`src/rtl/sent_pkg.sv`:
```
// Shared types, symbol lengths and the CRC-4 step used by the SENT frame generator.
package sent_pkg;

  typedef enum logic [2:0] {
    ST_IDLE,
    ST_SYNC,
    ST_STATUS,
    ST_DATA,
    ST_CRC,
    ST_PAUSE
  } sent_state_e;

  localparam int SYNC_TICKS  = 56;
  localparam int NIBBLE_BASE = 12;
  localparam int MIN_PAUSE   = 12;

  localparam logic [3:0] CRC_SEED = 4'b0101;
  localparam logic [3:0] CRC_POLY = 4'b1101;

  // One nibble through the CRC register, MSB first.
  function automatic logic [3:0] crc4_step(input logic [3:0] crc, input logic [3:0] nib);
    logic [3:0] c;
    logic       fb;
    c = crc;
    for (int i = 3; i >= 0; i--) begin
      fb = c[3] ^ nib[i];
      c  = {c[2:0], 1'b0};
      if (fb) c = c ^ CRC_POLY;
    end
    return c;
  endfunction

endpackage

```
`src/rtl/sent_tx_frame_gen_if.sv`:
```
// Frame hand-off between the APB-side FIFO/register logic and the SENT transmitter.
interface sent_tx_frame_gen_if #(
  parameter int MAX_NIBBLES = 6,
  parameter int DIV_WIDTH   = 8,
  parameter int PAUSE_WIDTH = 12
);
  logic [DIV_WIDTH-1:0]     tick_div;
  logic [3:0]               num_nibbles;
  logic                     crc_mode;
  logic                     pause_en;
  logic [PAUSE_WIDTH-1:0]   pause_ticks;
  logic [3:0]               status_nibble;
  logic [4*MAX_NIBBLES-1:0] frame_data;
  logic                     frame_valid;
  logic                     frame_ready;

  modport master (
    output tick_div, num_nibbles, crc_mode, pause_en, pause_ticks,
           status_nibble, frame_data, frame_valid,
    input  frame_ready
  );

  modport slave (
    input  tick_div, num_nibbles, crc_mode, pause_en, pause_ticks,
           status_nibble, frame_data, frame_valid,
    output frame_ready
  );
endinterface

```
`src/rtl/sent_crc4.sv`:
```
// Serial CRC-4 engine: reseeds on start, absorbs one nibble per clock while nibble_valid.
module sent_crc4
  import sent_pkg::*;
(
  input  logic       clk,
  input  logic       rst,
  input  logic       start,
  input  logic       nibble_valid,
  input  logic [3:0] nibble,
  output logic [3:0] crc
);

  logic [3:0] crc_q, crc_d;

  always_comb begin
    crc_d = crc_q;
    if (start)             crc_d = CRC_SEED;
    else if (nibble_valid) crc_d = crc4_step(crc_q, nibble);
  end

  always_ff @(posedge clk or posedge rst) begin
    if (rst) crc_q <= CRC_SEED;
    else     crc_q <= crc_d;
  end

  assign crc = crc_q;

endmodule

```
`src/rtl/sent_tx_frame_gen.sv`:
```
// SAE J2716 SENT frame transmitter: sync, status, 1..MAX_NIBBLES data, CRC and optional pause.
module sent_tx_frame_gen
  import sent_pkg::*;
#(
  parameter int MAX_NIBBLES = 6,
  parameter int DIV_WIDTH   = 8,
  parameter int LOW_TICKS   = 5,
  parameter int PAUSE_WIDTH = 12
) (
  input  logic                clk_tx,
  input  logic                reset_tx,
  sent_tx_frame_gen_if.slave  frm,
  output logic                sent_out,
  output logic                busy,
  output logic                frame_done
);

  localparam int PAUSE_MAX = (1 << PAUSE_WIDTH) - 1;
  localparam int TICK_MAX  = (SYNC_TICKS > PAUSE_MAX) ? SYNC_TICKS : PAUSE_MAX;
  localparam int TICK_W    = $clog2(TICK_MAX + 1);
  localparam int DATA_W    = 4 * MAX_NIBBLES;

  sent_state_e            state_q, state_d;
  logic [TICK_W-1:0]      tick_cnt_q, tick_cnt_d;
  logic [DIV_WIDTH-1:0]   presc_q, presc_d, div_q, div_d;
  logic [3:0]             n_q, n_d, status_q, status_d;
  logic [3:0]             nib_idx_q, nib_idx_d, feed_idx_q, feed_idx_d;
  logic                   aug_q, aug_d, pause_en_q, pause_en_d, tail_q, tail_d;
  logic [PAUSE_WIDTH-1:0] pause_q, pause_d;
  logic [DATA_W-1:0]      data_q, data_d;
  logic                   sent_out_q, sent_out_d, busy_q, busy_d;
  logic                   done_q, done_d, ready_q, ready_d;

  logic                   accept, tick_en, crc_start, crc_valid;
  logic [3:0]             crc_nib, crc_val, cur_nib, feed_total;
  logic [TICK_W-1:0]      sym_len, last_tick;

  function automatic logic [3:0] pick_nibble(input logic [DATA_W-1:0] d, input logic [3:0] idx);
    logic [3:0] r;
    r = 4'h0;
    for (int i = 0; i < MAX_NIBBLES; i++)
      if (idx == 4'(i)) r = d[4*i +: 4];
    return r;
  endfunction

  assign accept     = frm.frame_valid && ready_q;
  assign tick_en    = (presc_q == div_q);
  assign feed_total = n_q + {3'b000, aug_q};
  assign crc_valid  = (state_q == ST_SYNC) && (feed_idx_q < feed_total);
  assign crc_nib    = (feed_idx_q < n_q) ? pick_nibble(data_q, feed_idx_q) : 4'h0;
  assign last_tick  = sym_len - TICK_W'(1);

  sent_crc4 u_crc (
    .clk          (clk_tx),
    .rst          (reset_tx),
    .start        (crc_start),
    .nibble_valid (crc_valid),
    .nibble       (crc_nib),
    .crc          (crc_val)
  );

  always_comb begin
    cur_nib = 4'h0;
    sym_len = TICK_W'(SYNC_TICKS);
    case (state_q)
      ST_STATUS: cur_nib = status_q;
      ST_DATA:   cur_nib = pick_nibble(data_q, nib_idx_q);
      ST_CRC:    cur_nib = crc_val;
      default:   cur_nib = 4'h0;
    endcase
    case (state_q)
      ST_STATUS, ST_DATA, ST_CRC: sym_len = TICK_W'(NIBBLE_BASE) + TICK_W'(cur_nib);
      ST_PAUSE: sym_len = (pause_q < PAUSE_WIDTH'(MIN_PAUSE)) ? TICK_W'(MIN_PAUSE)
                                                              : TICK_W'(pause_q);
      default:  sym_len = TICK_W'(SYNC_TICKS);
    endcase
  end

  // The final symbol gets one extra "tail" clock so frame_done and busy line up with the
  // end of the last symbol on sent_out, which trails the FSM by one register stage.
  always_comb begin
    state_d    = state_q;
    tick_cnt_d = tick_cnt_q;
    presc_d    = tick_en ? '0 : presc_q + 1'b1;
    div_d      = div_q;
    n_d        = n_q;
    aug_d      = aug_q;
    pause_en_d = pause_en_q;
    pause_d    = pause_q;
    status_d   = status_q;
    data_d     = data_q;
    nib_idx_d  = nib_idx_q;
    feed_idx_d = crc_valid ? feed_idx_q + 4'd1 : feed_idx_q;
    tail_d     = tail_q;
    done_d     = 1'b0;
    crc_start  = 1'b0;

    case (state_q)
      ST_IDLE: begin
        if (accept) begin
          state_d    = ST_SYNC;
          tick_cnt_d = '0;
          presc_d    = '0;
          div_d      = frm.tick_div;
          aug_d      = frm.crc_mode;
          pause_en_d = frm.pause_en;
          pause_d    = frm.pause_ticks;
          status_d   = frm.status_nibble;
          data_d     = frm.frame_data;
          nib_idx_d  = 4'd0;
          feed_idx_d = 4'd0;
          tail_d     = 1'b0;
          crc_start  = 1'b1;
          if (frm.num_nibbles == 4'd0)                      n_d = 4'd1;
          else if (frm.num_nibbles > 4'(MAX_NIBBLES))       n_d = 4'(MAX_NIBBLES);
          else                                              n_d = frm.num_nibbles;
        end
      end
      default: begin
        if (tail_q) begin
          state_d = ST_IDLE;
          tail_d  = 1'b0;
          done_d  = 1'b1;
        end else if (tick_en) begin
          if (tick_cnt_q == last_tick) begin
            tick_cnt_d = '0;
            case (state_q)
              ST_SYNC:   state_d = ST_STATUS;
              ST_STATUS: state_d = ST_DATA;
              ST_DATA: begin
                if (nib_idx_q == n_q - 4'd1) state_d = ST_CRC;
                else nib_idx_d = nib_idx_q + 4'd1;
              end
              ST_CRC: begin
                if (pause_en_q) state_d = ST_PAUSE;
                else            tail_d  = 1'b1;
              end
              default: tail_d = 1'b1;
            endcase
          end else begin
            tick_cnt_d = tick_cnt_q + TICK_W'(1);
          end
        end
      end
    endcase

    sent_out_d = !((state_q != ST_IDLE) && !tail_q && (tick_cnt_q < TICK_W'(LOW_TICKS)));
    ready_d    = (state_d == ST_IDLE);
    busy_d     = (state_d != ST_IDLE);
  end

  always_ff @(posedge clk_tx or posedge reset_tx) begin
    if (reset_tx) begin
      state_q    <= ST_IDLE;
      tick_cnt_q <= '0;
      presc_q    <= '0;
      div_q      <= '0;
      n_q        <= 4'd1;
      aug_q      <= 1'b0;
      pause_en_q <= 1'b0;
      pause_q    <= '0;
      status_q   <= 4'h0;
      data_q     <= '0;
      nib_idx_q  <= 4'd0;
      feed_idx_q <= 4'd0;
      tail_q     <= 1'b0;
      sent_out_q <= 1'b1;
      busy_q     <= 1'b0;
      done_q     <= 1'b0;
      ready_q    <= 1'b0;
    end else begin
      state_q    <= state_d;
      tick_cnt_q <= tick_cnt_d;
      presc_q    <= presc_d;
      div_q      <= div_d;
      n_q        <= n_d;
      aug_q      <= aug_d;
      pause_en_q <= pause_en_d;
      pause_q    <= pause_d;
      status_q   <= status_d;
      data_q     <= data_d;
      nib_idx_q  <= nib_idx_d;
      feed_idx_q <= feed_idx_d;
      tail_q     <= tail_d;
      sent_out_q <= sent_out_d;
      busy_q     <= busy_d;
      done_q     <= done_d;
      ready_q    <= ready_d;
    end
  end

  assign sent_out        = sent_out_q;
  assign busy            = busy_q;
  assign frame_done      = done_q;
  assign frm.frame_ready = ready_q;

endmodule

```
`src/flat_wrapper.sv`:
```
// flat-port wrapper written by rule: the top's interface ports become plain ports
module sent_tx_frame_gen_flat import sent_pkg::*;
#(
  parameter int MAX_NIBBLES = 6,
  parameter int DIV_WIDTH   = 8,
  parameter int LOW_TICKS   = 5,
  parameter int PAUSE_WIDTH = 12
)
  (clk_tx, reset_tx, sent_out, busy, frame_done, frm_tick_div, frm_num_nibbles, frm_crc_mode, frm_pause_en, frm_pause_ticks, frm_status_nibble, frm_frame_data, frm_frame_valid, frm_frame_ready);
  sent_tx_frame_gen_if #(.MAX_NIBBLES(MAX_NIBBLES), .DIV_WIDTH(DIV_WIDTH), .PAUSE_WIDTH(PAUSE_WIDTH)) frm_i ();
  input  logic clk_tx;
  input  logic reset_tx;
  output logic sent_out;
  output logic busy;
  output logic frame_done;
  input wire logic [$bits(frm_i.tick_div)-1:0] frm_tick_div;
  input wire logic [$bits(frm_i.num_nibbles)-1:0] frm_num_nibbles;
  input wire logic [$bits(frm_i.crc_mode)-1:0] frm_crc_mode;
  input wire logic [$bits(frm_i.pause_en)-1:0] frm_pause_en;
  input wire logic [$bits(frm_i.pause_ticks)-1:0] frm_pause_ticks;
  input wire logic [$bits(frm_i.status_nibble)-1:0] frm_status_nibble;
  input wire logic [$bits(frm_i.frame_data)-1:0] frm_frame_data;
  input wire logic [$bits(frm_i.frame_valid)-1:0] frm_frame_valid;
  output wire logic [$bits(frm_i.frame_ready)-1:0] frm_frame_ready;
  assign frm_i.tick_div = frm_tick_div;
  assign frm_i.num_nibbles = frm_num_nibbles;
  assign frm_i.crc_mode = frm_crc_mode;
  assign frm_i.pause_en = frm_pause_en;
  assign frm_i.pause_ticks = frm_pause_ticks;
  assign frm_i.status_nibble = frm_status_nibble;
  assign frm_i.frame_data = frm_frame_data;
  assign frm_i.frame_valid = frm_frame_valid;
  assign frm_frame_ready = frm_i.frame_ready;
  sent_tx_frame_gen #(.MAX_NIBBLES(MAX_NIBBLES), .DIV_WIDTH(DIV_WIDTH), .LOW_TICKS(LOW_TICKS), .PAUSE_WIDTH(PAUSE_WIDTH)) u_core (.clk_tx(clk_tx), .reset_tx(reset_tx), .frm(frm_i), .sent_out(sent_out), .busy(busy), .frame_done(frame_done));
endmodule
```
`config.mk`:
```
export PLATFORM = sky130hd
export DESIGN_NAME = sent_tx_frame_gen_flat
export DESIGN_NICKNAME = d
export VERILOG_FILES = /design/src/rtl/sent_pkg.sv /design/src/rtl/sent_tx_frame_gen_if.sv /design/src/rtl/sent_crc4.sv /design/src/rtl/sent_tx_frame_gen.sv /design/src/flat_wrapper.sv
export SDC_FILE = /design/constraint.sdc
export NUM_CORES = 1
export LEC_CHECK = 0
export CORE_MARGIN = 2
export CORE_UTILIZATION = 39
export DETAILED_ROUTE_END_ITERATION = 16
export HOLD_SLACK_MARGIN = 0.12
export PLACE_DENSITY = 0.64
export SYNTH_ARGS = -nofsm -noshare
export SYNTH_HDL_FRONTEND = slang
export SYNTH_SLANG_ARGS = --single-unit
```
`constraint.sdc`:
```
create_clock -name clk_tx -period 6.6 [get_ports clk_tx]
set_input_delay 0.66 -clock clk_tx [delete_from_list [all_inputs] [get_ports clk_tx]]
set_output_delay 0.66 -clock clk_tx [all_outputs]
set_load 0.005 [all_outputs]
```
==> results of run 1 <==
## where the power goes
part	total, uW	internal (uW)	switching (uW)
combinational	428	202	226
clock	502	291	211
sequential	789	673	115
total	1720	1170	553
## path summary, 6_finish.rpt
path                                                 start                            end  slack (ns)
max                        u_core.nib_idx_q[1]$_DFFE_PP0P_    u_core.state_q[0]$_DFF_PP0_        1.60
min                               u_core.aug_q$_DFFE_PP0P_       u_core.aug_q$_DFFE_PP0P_        0.49
max reg2reg                u_core.nib_idx_q[1]$_DFFE_PP0P_    u_core.state_q[0]$_DFF_PP0_        1.60
min reg2reg                       u_core.aug_q$_DFFE_PP0P_       u_core.aug_q$_DFFE_PP0P_        0.49
max in group asynchronous                         reset_tx  u_core.pause_q[4]$_DFFE_PP0P_        4.77
min in group asynchronous                         reset_tx   u_core.data_q[6]$_DFFE_PP0P_        0.75
## Yosys cell counts, types with 5 or more instances
master	count	area share (%)
nand4_1	8	0.83
o21ai_0	24	2.0
nand3_1	15	1.3
nand2_1	193	12
a31oi_1	9	0.94
buf_1	5	0.31
a21oi_1	34	2.8
or3_1	7	0.73
and3_1	8	0.83
ha_1	22	4.6
nand3b_1	9	1.1
xnor2_1	27	3.9
nand2b_1	13	1.4
buf_2	11	0.92
nor2b_1	8	0.83
nor2_1	34	2.1
mux2i_1	5	0.83
nor3_1	13	1.1
inv_1	22	1.4
clkbuf_1	23	1.4
a211oi_1	6	0.75
xor2_1	18	2.6
o211ai_1	9	1.1
dfrtp_1	90	38
nor4_1	11	1.1
a21o_1	6	0.75
## stage by stage
step	instances	instance area, um2	worst slack, ns	util, %
after CTS	940	6964	1.693	45.98
after floorplan	715	6001	2.105	-
after global routing	940	6964	1.123	45.98
after global placement	924	6681	1.909	44.11
final	940	6964	1.598	45.98
after detailed placement	924	6681	1.729	44.11
## critical path: stages (launching register included)
cell	delay [ns]
dfrtp_1	0.41
inv_1	0.11
ha_1	0.33
nand3b_1	0.21
a21oi_1	0.15
a21oi_1	0.05
o221ai_1	0.20
o211ai_1	0.12
a21oi_1	0.18
a31oi_1	0.06
ha_1	0.35
nor2b_1	0.18
o311ai_0	0.13
a221o_1	0.35
a211oi_1	0.30
a221oi_1	0.16
a2111o_1	0.54
nor4_4	0.40
mux2_2	0.39
nor4_1	0.27
## registers in the layout, indices dropped and copies added, names as in the netlist
register and flops:
u_core.state_q 3, u_core.frm.frame_ready 1, u_core.aug_q 1, u_core.pause_q 12
u_core.div_q 8, u_core.tick_cnt_q 12, u_core.nib_idx_q 4, u_core.feed_idx_q 4
u_core.status_q 4, u_core.pause_en_q 1, u_core.presc_q 8, u_core.busy 1
u_core.sent_out 1, u_core.data_q 24, u_core.tail_q 1, u_core.n_q 4
u_core.u_crc.crc 4, u_core.frame_done 1
## cell type report
| type | instances | area (um2) | share of cell area (%) |
|---|---|---|---|
| Tap cell | 188 | 235.2 | 3.378 |
| Inverter | 22 | 83.83 | 1.204 |
| Timing Repair Buffer | 64 | 630.6 | 9.055 |
| Sequential cell | 94 | 2357 | 33.85 |
| Clock inverter | 5 | 50.05 | 0.7186 |
| Multi-Input combinational cell | 556 | 3374 | 48.45 |
| Clock buffer | 11 | 232.7 | 3.342 |
## layer usage
| layer | wire length (um) | vias up |
|---|---|---|
| met5 | 0 | - |
| met3 | 528 | 23 |
| li1 | - | 2531 |
| met2 | 6750 | 135 |
| met1 | 7134 | 2485 |
| met4 | 306 | 0 |
## cells by family after synthesis
group,after synthesis,synth area share (%)
simple gates,348,27.59
compound gates,133,15.72
flops,94,39.28
buf+inv,65,4.691
xor+xnor,46,6.943
fa+ha+maj,23,4.754
mux,6,1.022
==> flow_metrics.tcl, run 1 <==
set metrics [dict create \
    arrival_ns 5.24 \
    grt_pass1_vias 5196 \
    relSlewSlack_pct 41.35 \
    ys_ff_latch 94 \
    critPathKind "reg2reg" \
    die_w_um 128.0 \
    holdBufCountCts 0 \
    async_reset_ff_share_pct 100.0 \
    grt_max_degree 70 \
    final_cell_mix "193 x nand2_1, 90 x dfrtp_1, 60 x clkdlybuf4s50_1" \
    grt_antenna_before_repair 0 \
    via_count 5174 \
    die_h_um 128.0 \
    die_area_um2 16390 \
    use_met1_pct 26.71 \
    hold_class "reg2reg" \
    worstPathMaxFanout 12 \
    start_util_pct 39.62 \
    p_per_area_nw_per_um2 246.8 \
    n_antenna_cell 0 \
    wl_per_cell_um 15.66 \
    via_per_inst 5.504 \
    gp_congestion 0.8998 \
    start_kind "flip-flop" \
    clockRootBuffer "clkbuf_16" \
    groute.usage.overall_pct 19.18 \
    fin_skew_ns 0.009317 \
    synth_cell_types 78 \
    grt_overflow 0 \
    finalHoldViolCount 0 \
    io_buffers 60 \
    clkLatencyLatePin_ns 0.35 \
    whs_ns 0.4897 \
    antenna_left 0 \
    slew_viol_final 0 \
    postCtsSetupBuffers 0 \
    htreeDepth 3 \
    setup_tns_ns 0 \
    drtPass1Iterations 5 \
    drt_iter0_markers 388 \
    syn-num-nets 794 \
    leakage_uw 0.003030 \
    critPathCaptureType "flip-flop" \
    cts_tree "built" \
    nFillCells 1480 \
    wirelength_um 14720 \
    clkSinkCount 94 \
    synth-main-ff-cell "dfrtp_1" \
    grt_pass1_wl_um 25290 \
    cts_max_path_buffers 2 \
    synth_edf_count 0 \
    synth_seq_area_share_pct 39.28 \
    reg2regPathDepth 19 \
    crit_required_ns 6.84 \
    status "complete, no violations" \
    ios 61 \
    mostFrequentLayoutCell "nand2_1" \
    grt-busiest-layer "met2" \
    grt_util_met3_pct 2.671 \
    cts_resized 0 \
    finalPower_uw 1719 \
    netlist_area_um2 6001 \
    cts.clk_slew.worst_paths_ns 0.07 \
    hpwlAfterDp_um 10830 \
    synth_cells 715 \
    avgSynthCellArea_um2 8.393 \
    layout-drive-gt1-share_pct 5.053 \
    hold_depth 2 \
    cts_buffers 9 \
    fp-row-count 45 \
    period_share_pct 75.78 \
    peakVddDrop_uv 111.4 \
    coreArea_um2 15150 \
    finalWorstPathRequiredPeriod_ns 5.002 \
    nNetsFinal 826 \
    rsz0062_at_grt "false" \
    worst_slew_pin_slew_ns 0.8798 \
    met2_usage_pct 30.32 \
    cap_viol_max_count 0 \
    syn2layout_area_growth_pct 16.06 \
    fmax_mhz 199.9 \
    ys.warnings.count 0 \
    remaining_drc_errors 0 \
    setup_viol 0 \
]
Power figures use the tool's default switching activity.
==> run 2: changes to the inputs <==
==> constraint.sdc (replaced) <==
create_clock -name clk_tx -period 5.2 [get_ports clk_tx]
set_input_delay 0.52 -clock clk_tx [delete_from_list [all_inputs] [get_ports clk_tx]]
set_output_delay 0.52 -clock clk_tx [all_outputs]
set_load 0.005 [all_outputs]
==> run 2 against run 1 <==
Against the previous run:
- fmax grew 0.78%
- global-route usage increased by 0.072 points
- largest power group unchanged
- worst setup slack got worse by 1.4 ns
- cell area rose by 1.6%
- power increased by 32%
- routed wire length up 2.8%
==> flow_metrics.tcl, run 2 (synthesis results as in run 1) <==
set metrics [dict create \
    grt_pass1_vias 5182 \
    groute.usage.overall_pct 19.26 \
    finalWorstPathRequiredPeriod_ns 4.963 \
    die_w_um 128.0 \
    cts_tree "built" \
    remaining_drc_errors 0 \
    grt_overflow 0 \
    slew_viol_final 0 \
    holdBufCountCts 0 \
    fp-row-count 45 \
    die_h_um 128.0 \
    setup_viol 0 \
    grt_max_degree 69 \
    sw_frac_of_total_pct 31.60 \
    arrival_ns 5.20 \
    final_cell_mix "193 x nand2_1, 90 x dfrtp_1, 60 x clkdlybuf4s50_1" \
    cap_viol_max_count 0 \
    finalPower_uw 2265 \
    layout-drive-gt1-share_pct 6.316 \
    p_sw_uw 715.7 \
    cpMostUsedCell "ha_1" \
    cts_buffers 9 \
    seqPwrFrac_pct 44.0 \
    finalHoldViolCount 0 \
    drtPass1Iterations 5 \
    critPathKind "reg2reg" \
    start_util_pct 39.62 \
    nNetsFinal 834 \
    ios 61 \
    worstHoldEndpoint "u_core.aug_q$_DFFE_PP0P_" \
    via_count 5344 \
    wirelength_um 15130 \
    stdcell_count 948 \
    peakVddDrop_uv 152.5 \
    reg2reg_slack_ns 0.24 \
    clkSinkCount 94 \
    hp-start "u_core.aug_q$_DFFE_PP0P_" \
    period_share_pct 95.44 \
    coreArea_um2 15150 \
    start_kind "flip-flop" \
    crit_chain "inv_1 -> ha_1 -> a21oi_1 -> a221oi_4 -> a211oi_1 -> o22a_1 -> ha_1 -> or3b_2 -> o311ai_0 -> a221o_1 -> nor4_1 -> o31a_1 -> a2111o_1 -> nor4_4 -> mux2_2 -> nor4_2" \
    p_per_area_nw_per_um2 320.1 \
    die_area_um2 16390 \
    hold_class "reg2reg" \
    via_per_inst 5.637 \
    worst_slew_pin_slew_ns 0.7705 \
    crit_required_ns 5.44 \
    relSlewSlack_pct 48.63 \
    regMostFlops "u_core.data_q" \
    cts_max_path_buffers 2 \
    hpwlAfterDp_um 10990 \
    fin_skew_ns 0.008062 \
    critPathCaptureType "flip-flop" \
    cp_top_family "compound AO/OA/AOI/OAI gates" \
    fmax_mhz 201.5 \
    grt_antenna_before_repair 0 \
    gp_congestion 0.8558 \
    hold_depth 2 \
    leakage_uw 0.003083 \
    htreeDepth 3 \
    clockRootBuffer "clkbuf_16" \
    worstPathMaxFanout 8 \
    whs_ns 0.4972 \
    crit_buf_inv 1 \
    clkLatencyLatePin_ns 0.35 \
    antenna_left 0 \
    max_stage_delay_ns 0.47 \
    io_buffers 60 \
    status "complete, no violations" \
    power.internal_uw 1549 \
    n_antenna_cell 0 \
    mostFrequentLayoutCell "nand2_1" \
    power_frac_clock_pct 31.6 \
    syn2layout_area_growth_pct 17.89 \
    post-place-cells 927 \
    timing.rr.start "u_core.nib_idx_q[0]$_DFFE_PP0P_" \
    largest_register_ffs 24 \
    top_regs "u_core.data_q x24, u_core.pause_q x12, u_core.tick_cnt_q x12" \
    cts.clk_slew.worst_paths_ns 0.07 \
    combPwrFrac_pct 24.4 \
    grt_pass1_wl_um 25260 \
    reg2regPathDepth 16 \
    slowest_stage "or3b_2" \
    drt_iter0_markers 400 \
    r2r-end "u_core.state_q[0]$_DFF_PP0_" \
    wl_per_cell_um 15.96 \
    setup_tns_ns 0 \
]
## run 2: cell type report
class                      count  area [um2]
fill                        1450        8071
multi-input combinational    556        3388
sequential                    94        2357
timing repair buffer          72       690.7
clock buffer                  13       250.2
tap                          188       235.2
inverter                      22       83.83
clock inverter                 3       68.82
## run 2: worst min-delay path, stage by stage (launching register included)
cell and delay (ns):
dfrtp_1 0.36, nand2_1 0.05, nand2_1 0.06
## run 2: power by group through the flow
stage,registers (uW),clock network (uW),logic [uW]
after global routing,1010,754,623
after detailed placement,1010,0,552
after CTS,994,724,554
final,997,716,552
after global placement,1010,0,534
after floorplan,949,0,424
## run 2: worst max-delay path by stage
stage	from	end	cells past startpoint
2_1_floorplan	u_core.nib_idx_q[0]$_DFFE_PP0P_	u_core.state_q[0]$_DFF_PP0_	17
3_5_place_dp	u_core.nib_idx_q[1]$_DFFE_PP0P_	u_core.state_q[0]$_DFF_PP0_	16
3_3_place_gp	u_core.nib_idx_q[1]$_DFFE_PP0P_	u_core.nib_idx_q[3]$_DFFE_PP0P_	19
4_1_cts	u_core.nib_idx_q[1]$_DFFE_PP0P_	u_core.state_q[0]$_DFF_PP0_	16
6_report	u_core.nib_idx_q[0]$_DFFE_PP0P_	u_core.state_q[0]$_DFF_PP0_	16
5_1_grt	u_core.nib_idx_q[0]$_DFFE_PP0P_	u_core.state_q[0]$_DFF_PP0_	19
## run 2: metrics by stage
stage	cell area, um2	worst slack [ns]	utilization [%]
finish	7074	0.2372	46.71
floorplan	6001	0.7051	-
global route	7074	-0.007147	46.71
CTS	7023	0.2405	46.37
detailed placement	6704	0.3146	44.26
global placement	6704	0.5601	44.26
## run 2: timing repair
action / in CTS / in global routing
gates resized for setup: 0 / 3
setup buffers: 0 / 5
setup endpoints to repair: 0 / 6
## run 2: per-layer routing
metal  GRT usage [%]  share of wire, %  vias to the layer above
met1           26.55                47                     2586
met2           31.27                46                      180
met5               0                 0                        -
met4           6.981               1.7                        0
li1                -                 -                     2557
met3           2.421               5.1                       21
